**src/rtl/adc_capture_avg.sv**
```systemverilog
// ADC front end: divided sample clock, fixed-phase capture, boxcar averaging,
// and a valid/ready result register with sticky overrun.
module adc_capture_avg #(
    parameter int DATA_W   = 10,
    parameter int CLK_DIV  = 4,
    parameter int AVG_LOG2 = 0
) (
    input  logic              SYS_CLK,
    input  logic              RESET,
    input  logic              ENABLE,
    output logic              ADC_CLK,
    input  logic              ADC_DTR,
    input  logic [DATA_W-1:0] ADC_D,
    output logic [DATA_W-1:0] APP_DATA,
    output logic              APP_DATA_VALID,
    input  logic              APP_DATA_READY,
    output logic              OVERRUN,
    input  logic              CLR_OVERRUN
);

    localparam int DIV_W = $clog2(CLK_DIV);
    localparam int ACC_W = DATA_W + AVG_LOG2;
    localparam int CNT_W = AVG_LOG2 + 1;

    localparam logic [DIV_W-1:0] DIV_LAST = DIV_W'(CLK_DIV - 1);
    localparam logic [DIV_W-1:0] DIV_HALF = DIV_W'(CLK_DIV / 2);
    localparam logic [CNT_W-1:0] CNT_LAST = CNT_W'((1 << AVG_LOG2) - 1);

    logic [DIV_W-1:0]  div_q;
    logic [DIV_W-1:0]  div_d;
    logic              strobe;

    logic [DATA_W-1:0] cap_d;
    logic              cap_dtr;
    logic              cap_vld;

    logic [ACC_W-1:0]  acc_q;
    logic [CNT_W-1:0]  cnt_q;
    logic [ACC_W-1:0]  sum;
    logic              take;
    logic              last;
    logic              res_vld;
    logic [DATA_W-1:0] res_data;
    logic              drop;

    always_comb begin
        div_d = '0;
        if (ENABLE && (div_q != DIV_LAST)) begin
            div_d = div_q + DIV_W'(1);
        end
    end

    // Capture on the edge that ends the last low phase, just as ADC_CLK rises.
    assign strobe = ENABLE && (div_q == DIV_LAST);

    always_ff @(posedge SYS_CLK or posedge RESET) begin
        if (RESET) begin
            div_q   <= '0;
            ADC_CLK <= 1'b0;
        end else begin
            div_q   <= div_d;
            ADC_CLK <= ENABLE && (div_d < DIV_HALF);
        end
    end

    always_ff @(posedge SYS_CLK or posedge RESET) begin
        if (RESET) begin
            cap_d   <= '0;
            cap_dtr <= 1'b0;
            cap_vld <= 1'b0;
        end else begin
            cap_vld <= strobe;
            if (strobe) begin
                cap_d   <= ADC_D;
                cap_dtr <= ADC_DTR;
            end
        end
    end

    assign sum      = acc_q + ACC_W'(cap_d);
    assign take     = ENABLE && cap_vld && cap_dtr;
    assign last     = (cnt_q == CNT_LAST);
    assign res_vld  = take && last;
    assign res_data = DATA_W'(sum >> AVG_LOG2);

    always_ff @(posedge SYS_CLK or posedge RESET) begin
        if (RESET) begin
            acc_q <= '0;
            cnt_q <= '0;
        end else if (!ENABLE) begin
            acc_q <= '0;
            cnt_q <= '0;
        end else if (take) begin
            if (last) begin
                acc_q <= '0;
                cnt_q <= '0;
            end else begin
                acc_q <= sum;
                cnt_q <= cnt_q + CNT_W'(1);
            end
        end
    end

    assign drop = res_vld && APP_DATA_VALID && !APP_DATA_READY;

    always_ff @(posedge SYS_CLK or posedge RESET) begin
        if (RESET) begin
            APP_DATA       <= '0;
            APP_DATA_VALID <= 1'b0;
            OVERRUN        <= 1'b0;
        end else begin
            if (res_vld) begin
                if (!APP_DATA_VALID || APP_DATA_READY) begin
                    APP_DATA       <= res_data;
                    APP_DATA_VALID <= 1'b1;
                end
            end else if (APP_DATA_READY) begin
                APP_DATA_VALID <= 1'b0;
            end
            // A drop on the same edge as a clear leaves the flag set.
            OVERRUN <= drop || (OVERRUN && !CLR_OVERRUN);
        end
    end

endmodule
```
**config.mk**
```make
export PLATFORM = sky130hd
export DESIGN_NAME = adc_capture_avg
export DESIGN_NICKNAME = d
export VERILOG_FILES = /design/src/rtl/adc_capture_avg.sv
export SDC_FILE = /design/constraint.sdc
export NUM_CORES = 1
export LEC_CHECK = 0
export BUFFER_PORTS_ARGS = -buffer_cell sky130_fd_sc_hd__clkbuf_2
export CAP_MARGIN = 20
export CORE_ASPECT_RATIO = 1.75
export CORE_MARGIN = 4
export CORE_UTILIZATION = 45
export CTS_CLUSTER_DIAMETER = 200
export DETAILED_ROUTE_END_ITERATION = 8
export PLACE_DENSITY = 0.85
export SETUP_SLACK_MARGIN = 0.2
export SYNTH_ARGS = -nofsm -noshare
export SYNTH_HDL_FRONTEND = slang
export SYNTH_SLANG_ARGS = --single-unit
```
**constraint.sdc**
```tcl
create_clock -name SYS_CLK -period 1.4 [get_ports SYS_CLK]
set_clock_uncertainty 0.15 [all_clocks]
set_input_delay 0.35 -clock SYS_CLK [delete_from_list [all_inputs] [get_ports SYS_CLK]]
set_output_delay 0.35 -clock SYS_CLK [all_outputs]
set_load 0.02 [all_outputs]
```
# Word-level counts from Yosys, hierarchy flattened
# Index checks and enable logic that the tools add are counted.
# totals
ff_bits	38
out_inout_bits	13
elab_cells	46
# classes
addsub	3
order_cmp	1
n_eq_ne	4
mux	10
bitwise	1
n_reduce_logical	17
# ops
operator	count
$mux 10	3
$add 10x10->10	1
$logic_and 1x1->1	9
$mux 1	6
$ne 2x1->1 const B	2
$reduce_and 2->1	2
$logic_not 1->1	3
$add 2x1->2 const B	1
$eq 2x2->1 const B	1
$logic_or 1x1->1	2
$lt 2x2->1 const B	1
$mux 2	1
$ne 2x2->1 const B	1
$reduce_bool 2->1	1
$add 1x1->1 const B	1
$not 1->1	1

# Depth between registers and ports, before layout
# Gate-level depths: netlist of the first run.
# depth
depth_word	6
depth_mapped	4

# Worst setup path before layout of the first run
# No wires, ideal clock.
# synth_timing
kind	flip-flop to flip-flop
start	register div_q[0]
end	register cap_d[0]
t_arrival_ns	1.153
setup_slack_ns	-0.028
path_stages_with_launch	5
n_path_buf	1
period_less_slack_ns	1.428
cell_sequence	dfrtp_1 > ha_1 > nand2_1 > buf_4 > mux2_2
# synth_via
elab_chain_len	2
# synth_rtl
element	line_no	source
start, declared	29	logic [DIV_W-1:0] div_q;
start signal, assigned	61	div_q <= div_d;
$eq 2x2->1	54	assign strobe = ENABLE && (div_q == DIV_LAST);
$logic_and 1x1->1	54	
end signal, assigned	68	cap_d <= '0;
end signal, assigned	74	cap_d <= ADC_D;
end, declared	33	logic [DATA_W-1:0] cap_d;
# No other way between the ends.
# A chain may end at the register's enable or synchronous reset.

# Worst setup path after layout of the first run
# layout_timing
start	register div_q[0]
end	register cap_d[4]
# The elaborated chain is that of the path after synthesis.

==> results of run 1 <==
-- cell usage in the layout (no fill, tap or decap), types with 2 or more instances in the layout --
master / netlist / routed
clkbuf_8: 0 / 15
clkbuf_2: 0 / 15
dfrtp_1: 27 / 26
nor2b_1: 2 / 2
inv_1: 3 / 3
mux2_4: 10 / 20
buf_4: 1 / 19
buf_12: 1 / 3
-- registers in the layout, summed over array words and instances, names as in the netlist --
| name | flops |
|---|---|
| div_q | 2 |
| cap_dtr | 1 |
| APP_DATA | 10 |
| ADC_CLK | 1 |
| cap_vld | 1 |
| cap_d | 10 |
| OVERRUN | 1 |
| APP_DATA_VALID | 1 |
-- how the worst max path moves through the flow --
stage | from | endpoint
2_1_floorplan | APP_DATA_VALID$_DFFE_PP0P_ | APP_DATA[0]$_DFFE_PP0P_
3_3_place_gp | ENABLE | APP_DATA[4]$_DFFE_PP0P_
3_5_place_dp | ENABLE | APP_DATA[1]$_DFFE_PP0P_
4_1_cts | div_q[0]$_DFF_PP0_ | cap_dtr$_DFFE_PP0P_
5_1_grt | div_q[0]$_DFF_PP0_ | cap_d[7]$_DFFE_PP0P_
6_report | div_q[0]$_DFF_PP0_ | cap_d[4]$_DFFE_PP0P_
-- power by group --
part	total (uW)	switching (uW)	internal [uW]
clock	425	221	203
sequential	1060	113	952
combinational	604	190	414
-- final cells by class --
type,count,area share (%)
flip-flops and latches,27,40.6
repair buffers,51,29.1
multi-input cells,31,25.0
clock buffers,4,2.70
well taps,25,1.88
inverters,3,0.676
-- cells in the mapped netlist (all sizes together) --
cell type / n
nand2b: 1
nand3: 1
mux2: 21
nor2b: 3
nand2: 2
o22ai: 1
and3b: 1
dfrtp: 27
buf: 2
inv: 3
ha: 1
-- per-stage QoR --
step	area [sq um]	instances	power, uW	hold slack, ps	setup slack (ps)
6_report	1670	141	2090	-101	0.643
5_1_grt	1670	141	2190	-80.9	-40.9
4_1_cts	1600	133	2050	-97.0	-2.50
3_5_place_dp	1360	122	1510	189	-56.8
3_3_place_gp	1360	122	1470	167	-34.0
2_1_floorplan	1120	63	1350	253	13.1
-- per-layer routing --
metal / up-vias / GRT usage [%] / wire length [um]
met2: 16 / 27.1 / 1360
met1: 344 / 20.5 / 947
met5: - / 0 / 0
met3: 2 / 2.72 / 90
met4: 0 / 3.91 / 11
li1: 321 / - / -
-- repair_timing --
item | 4_1_cts | 5_1_grt
pin swaps | 1 | 2
buffers inserted | 6 | 8
endpoints found under the hold margin | 7 | 7
gates cloned | 1 | 0
gates resized for setup | 29 | 2
endpoints found under the setup margin | 34 | 35
-- cells by family (layout without fill, tap and decap cells) --
logic type,after synthesis,count (layout),share of synthesized area (%)
muxes,21,21,25.5
buffers and inverters,5,58,3.61
AOI/OAI and AO/OA,1,1,0.583
and+or+nand+nor,8,8,6.18
DFF,27,27,62.9
adders and majority gates,1,1,1.17
==> metrics.md, run 1 <==
| Metric | Value |
|---|---|
| Status | `complete, but fails checks` |
| Violations in the final reports | `negative hold slack` |
| DPL Wire Length | `between 1500 and 2000 um` |
| Largest net degree at the start of global routing | `15` |
| Crit path max-delay family | `flip-flops` |
| Worst r2r src | `div_q[0]$_DFF_PP0_` |
| Crit path time final | `1400 ps` |
| Critical Path AT | `~1400 ps` |
| Drt pass-1 iters | `3` |
| CP Cell Sequence | `ha_4, nand2_4, buf_12, mux2_4` |
| CTS tree | `done` |
| Critical Path Stages | `4` |
| Core Region | `~2300 sq um` |
| Synth Cell Area | `1070 sq um` |
| Power density over cell area | `1260 nW/um^2` |
| Global-route wire length before repair | `3690 um` |
| Post-Syn Nets | `80` |
| DRC Markers | `0` |
| Leakage | `about 0.0009 uW` |
| Syn Area/Cell | `17.0 sq um` |
| Fmax achieved | `~700 MHz` |
| Setup crit start kind | `flip-flop` |
| CTS Buffer Depth | `2` |
| Worst-path fanout max | `5` |
| Top-Level Pins | `29` |
| Reg clk slew, reported paths | `90 ps` |
| Crit-path max cell delay | `~420 ps` |
| Seq/Total Area, Yosys | `62.9%` |
| Reg-to-Reg End | `cap_d[4]$_DFFE_PP0P_` |
| Starting DRC count in detailed routing | `6` |
| Reg2reg path depth | `4` |
| Rows | `23` |
| VDD IR max | `917 uV` |
| #FFs+latches synth | `27` |
| Area leader, netlist | `dfrtp_1` |
| Worst-case hold slack | `-101 ps` |
| Finished Core Util | `approximately three quarters` |
| Post-route setup TNS | `0 ps` |
| P&R area growth vs syn | `55.2%` |
| Worst hold path class | `in -> async` |
| Share of layout cells above drive strength 1 | `69.8%` |
| Initial Util | `47.2%` |
| Sequential Area | `677 sq um` |
| Routed via count | `between 600 and 700` |
| Slew margin rel. | `73.4%` |
| Routed len/inst | `17.1 um` |
| Setup violations, final | `0` |
| Top post-synthesis cells by area | `dfrtp_1 (63%), mux2_4 (14%), mux2_2 (12%)` |
| RSZ-0062 raised after global routing | `true` |
| Total global routing overflow | `0` |
| IO Port Bufs | `28` |
| CP bufs+invs | `1` |
| TritonCTS Buffers | `3` |
| H-tree depth | `1` |
| Number of max-slew violations in the final report | `0` |
| Max-Cap Viols | `0` |
| Post-route ant nets | `0` |
| Overall routing resource usage | `15.9%` |
| Yosys cell types | `14` |
| Worst skew pair latency | `about 260 ps` |
| Worst Tran Pin Value | `399 ps` |
| Total routed wirelength | `about 2400 um` |
| Fin crit share | `100%` |
| Multi-input logic area | `417 sq um` |
| Die height | `72.6 um` |
| Ant diodes | `0` |
| Initial antenna violation count | `0` |
| Final Wtd Congestion | `0.701` |
| CP required | `1400 ps` |
| CP max stage cell | `dfrtp_1` |
| Kind of end point of the critical path | `flip-flop` |
| Vias per inst | `4.84` |
| Root Driver | `clkbuf_8` |
| Final Hold Fails | `7` |
| Yosys top cell area share | `a little over three fifths` |
| Vias in the first global route | `727` |
| Die ar. | `3260 sq um` |
| Post-Synthesis Cells | `63` |
| Filler instances | `135` |
| Clock sinks | `27` |
| Critical path class | `reg -> reg` |
| Reg2Reg Setup Slack | `0.6 ps` |
| Die X-Extent | `44.9 um` |
| NumNets Final | `134` |
| Synth warn | `0` |
(Power assumes the default switching activity.)
==> run 2: changes to the inputs <==
==> constraint.sdc (replaced) <==
create_clock -name SYS_CLK -period 1.4 [get_ports SYS_CLK]
set_clock_uncertainty 0.15 [all_clocks]
set_input_delay 0.28 -clock SYS_CLK [delete_from_list [all_inputs] [get_ports SYS_CLK]]
set_output_delay 0.28 -clock SYS_CLK [all_outputs]
set_load 0.02 [all_outputs]
==> run 2 against run 1 <==
  * The run now ends clean
  * Worst setup slack gained 11 ps
  * Sequential power is essentially flat
  * Clock-buffer cell count shrank 1
  * Flip-flop and latch count is the same
  * Sequential share of layout area grew 0.34 points
  * Via count shrank 4.0%
  * Critical path depth is the same
  * Wire length shrank 1.1%
  * Clock power grew 4%
  * Non-clock buffer count shrank 2
  * Critical path type unchanged
  * Critical endpoint is now APP_DATA[2]$_DFFE_PP0P_
==> metrics.md, run 2 (synthesis results as in run 1) <==
| Metric | Value |
|---|---|
| Status | `complete, no violations` |
| Worst hold path class | `in -> reg` |
| Worst r2r src | `APP_DATA_VALID$_DFFE_PP0P_` |
| Routed len/inst | `17.1 um (+0.30%)` |
| H-tree depth | `1 (unchanged)` |
| Hold path startpoint | `CLR_OVERRUN` |
| Seq pwr share | `50.8% (about the same)` |
| Dpl ws | `-22.7 ps (+34.1 ps)` |
| Commonest cells after routing, fill and taps aside | `dfrtp_1 (26), mux2_4 (21), clkbuf_2 (15), buf_4 (15), clkbuf_8 (9)` |
| Hold EP | `OVERRUN$_DFF_PP0_` |
| Overall routing resource usage | `16.1% (+0.20 points)` |
| Crit path time final | `1390 ps (-11.3 ps)` |
| Fin crit share | `99.1% (-0.81 points)` |
| CTS tree | `done` |
| Post-route ant nets | `0 (unchanged)` |
| CP bufs+invs | `1 (unchanged)` |
| VDD IR max | `874 uV (-4.6%)` |
| Critical path class | `reg -> reg` |
| Final Wtd Congestion | `0.706 (+0.68%)` |
| Drt pass-1 iters | `2 (-1)` |
| Root Driver | `clkbuf_8` |
| Reg2reg path depth | `4 (unchanged)` |
| Finished Core Util | `72.7% (-0.61 points)` |
| Ant diodes | `0 (unchanged)` |
| Total global routing overflow | `0 (unchanged)` |
| Share of layout cells above drive strength 1 | `70.2% (+0.35 points)` |
| Initial Util | `47.2% (unchanged)` |
| CP max stage cell | `dfrtp_2` |
| Critical Path AT | `1410 ps (about the same)` |
| Max-Cap Viols | `0 (unchanged)` |
| CP required | `1420 ps (+20 ps)` |
| Int Pwr | `1550 uW (-0.96%)` |
| Die ar. | `3260 sq um (unchanged)` |
| Rows | `23 (unchanged)` |
| Power share of the combinational group | `28.1% (-0.7 points)` |
| Clock Power Share | `21.0% (+0.7 points)` |
| Post-route setup TNS | `0 ps (unchanged)` |
| Worst-case hold slack | `38.5 ps (+140 ps)` |
| Global-route wire length before repair | `3770 um (+2.2%)` |
| Top-Level Pins | `29 (unchanged)` |
| IO Port Bufs | `28 (unchanged)` |
| Crit-path max cell delay | `430 ps (about the same)` |
| Reg2Reg Setup Slack | `10 ps (about the same)` |
| P&R area growth vs syn | `54.0%` |
| Setup ws final | `12.0 ps (+11.3 ps)` |
| Vias in the first global route | `768 (+5.6%)` |
| Largest net degree at the start of global routing | `16 (+1)` |
| Worst Tran Pin Value | `238 ps (-161 ps)` |
| Filler instances | `129 (-4.4%)` |
| Vias per inst | `4.72 (-2.6%)` |
| Number of max-slew violations in the final report | `0 (unchanged)` |
| Hold depth | `2` |
| Switching share of power | `25.8% (+0.68 points)` |
| Crit path max-delay family | `flip-flops` |
| Starting DRC count in detailed routing | `14 (+8)` |
| Core Region | `2270 sq um (unchanged)` |
| Reg-to-Reg End | `APP_DATA[2]$_DFFE_PP0P_` |
| RSZ-0062 raised after global routing | `true` |
| TritonCTS Buffers | `3 (unchanged)` |
| Reg clk slew, reported paths | `90 ps (about the same)` |
| Worst-path fanout max | `10 (+5)` |
| Total routed wirelength | `2380 um (-1.1%)` |
| DRC Markers | `0 (unchanged)` |
| Regs by FF count | `APP_DATA (10), cap_d (10), div_q (2)` |
| Fmax achieved | `720 MHz (+0.81%)` |
| Multi-input logic area | `429 sq um (+3.0%)` |
| Final Hold Fails | `0 (-7)` |
| Routed via count | `656 (-4.0%)` |
| Initial antenna violation count | `0 (unchanged)` |
| Sw power | `539 uW (+2.7%)` |
| Worst skew pair latency | `280 ps (+20 ps)` |
| DPL Wire Length | `1550 um (-6.5%)` |
| Clock sinks | `27 (unchanged)` |
| Power density over cell area | `1270 nW/um^2 (+0.79%)` |
| Setup crit start kind | `flip-flop` |
| Setup violations, final | `0 (unchanged)` |
| Die X-Extent | `44.9 um (unchanged)` |
| NumNets Final | `132 (-1.5%)` |
| CTS Buffer Depth | `2 (unchanged)` |
| Commonest non-fill, non-tap cell in the layout | `dfrtp_1` |
| Die height | `72.6 um (unchanged)` |
| Leakage | `0.000879 uW (-2.2%)` |
| Slew margin rel. | `84.1% (+11 points)` |
| Kind of end point of the critical path | `flip-flop` |
| CP Cell Sequence | `nand2b_4, nor2b_4, buf_12, mux2_4` |
| Sequential Area | `677 sq um (unchanged)` |
[run 2: changes by cell type in the layout (fill, tap and decap cells not counted), sizes merged]
cell	before	now
buf	24	26
dlygate4sd3	0	1
clkinvlp	0	1
clkbuf	31	25
clkinv	0	1
inv	3	2
[run 2: routing by layer]
layer / GRT usage [%] / routed length [um] / vias to the layer above / share of wire (%)
li1: - / - / 313 / -
met1: 19.4 / 942 / 320 / 40
met2: 26.7 / 1300 / 17 / 54
met3: 1.73 / 83 / 6 / 3.5
met4: 9.77 / 61 / 0 / 2.6
met5: 0 / 0 / - / 0
[run 2: final cells by class]
class | instances | area share, %
Sequential cell | 27 | 41.0
Clock inverter | 1 | 0.303
Timing Repair Buffer | 49 | 27.5
Tap cell | 25 | 1.89
Multi-Input combinational cell | 31 | 26.0
Clock buffer | 3 | 2.50
Inverter | 3 | 0.908
[run 2: how the worst max path moves through the flow]
stage | slack, ps | startpoint | end | cells past startpoint
2_1_floorplan | 10 | APP_DATA_VALID$_DFFE_PP0P_ | APP_DATA[0]$_DFFE_PP0P_ | 4
3_3_place_gp | 20 | div_q[0]$_DFF_PP0_ | cap_d[0]$_DFFE_PP0P_ | 4
3_5_place_dp | -20 | ENABLE | APP_DATA[0]$_DFFE_PP0P_ | 5
4_1_cts | 3 | APP_DATA_VALID$_DFFE_PP0P_ | APP_DATA[5]$_DFFE_PP0P_ | 4
5_1_grt | -30 | APP_DATA_VALID$_DFFE_PP0P_ | APP_DATA[2]$_DFFE_PP0P_ | 4
6_report | 10 | APP_DATA_VALID$_DFFE_PP0P_ | APP_DATA[2]$_DFFE_PP0P_ | 4
[run 2: metrics by stage]
step	instances	instance area, sq um	total power (uW)
2_1_floorplan	63	1120	1350
6_report	139	1650	2090
3_5_place_dp	120	1340	1500
5_1_grt	139	1650	2190
3_3_place_gp	120	1340	1470
4_1_cts	133	1570	2050
[run 2: repair_timing]
action                                  in CTS  in global routing
hold endpoints to repair                     7                  0
resized for setup                           20                 19
pin swaps                                    1                  1
buffers inserted                             7                  6
gates cloned                                 1                  0
hold buffers                                 1                  0
endpoints found under the setup margin      34                 42
[run 2: power groups by stage]
stage	combinational [uW]	sequential [uW]	clock, uW
2_1_floorplan	260	1090	0
3_3_place_gp	412	1060	0
3_5_place_dp	430	1070	0
4_1_cts	543	1060	452
5_1_grt	622	1090	480
6_report	588	1060	440
[run 2: worst register-to-register path, stage by stage, from the launching register on]
cell and delay (ps):
dfrtp_2 430, nand2b_4 80, nor2b_4 160, buf_12 160
mux2_4 320
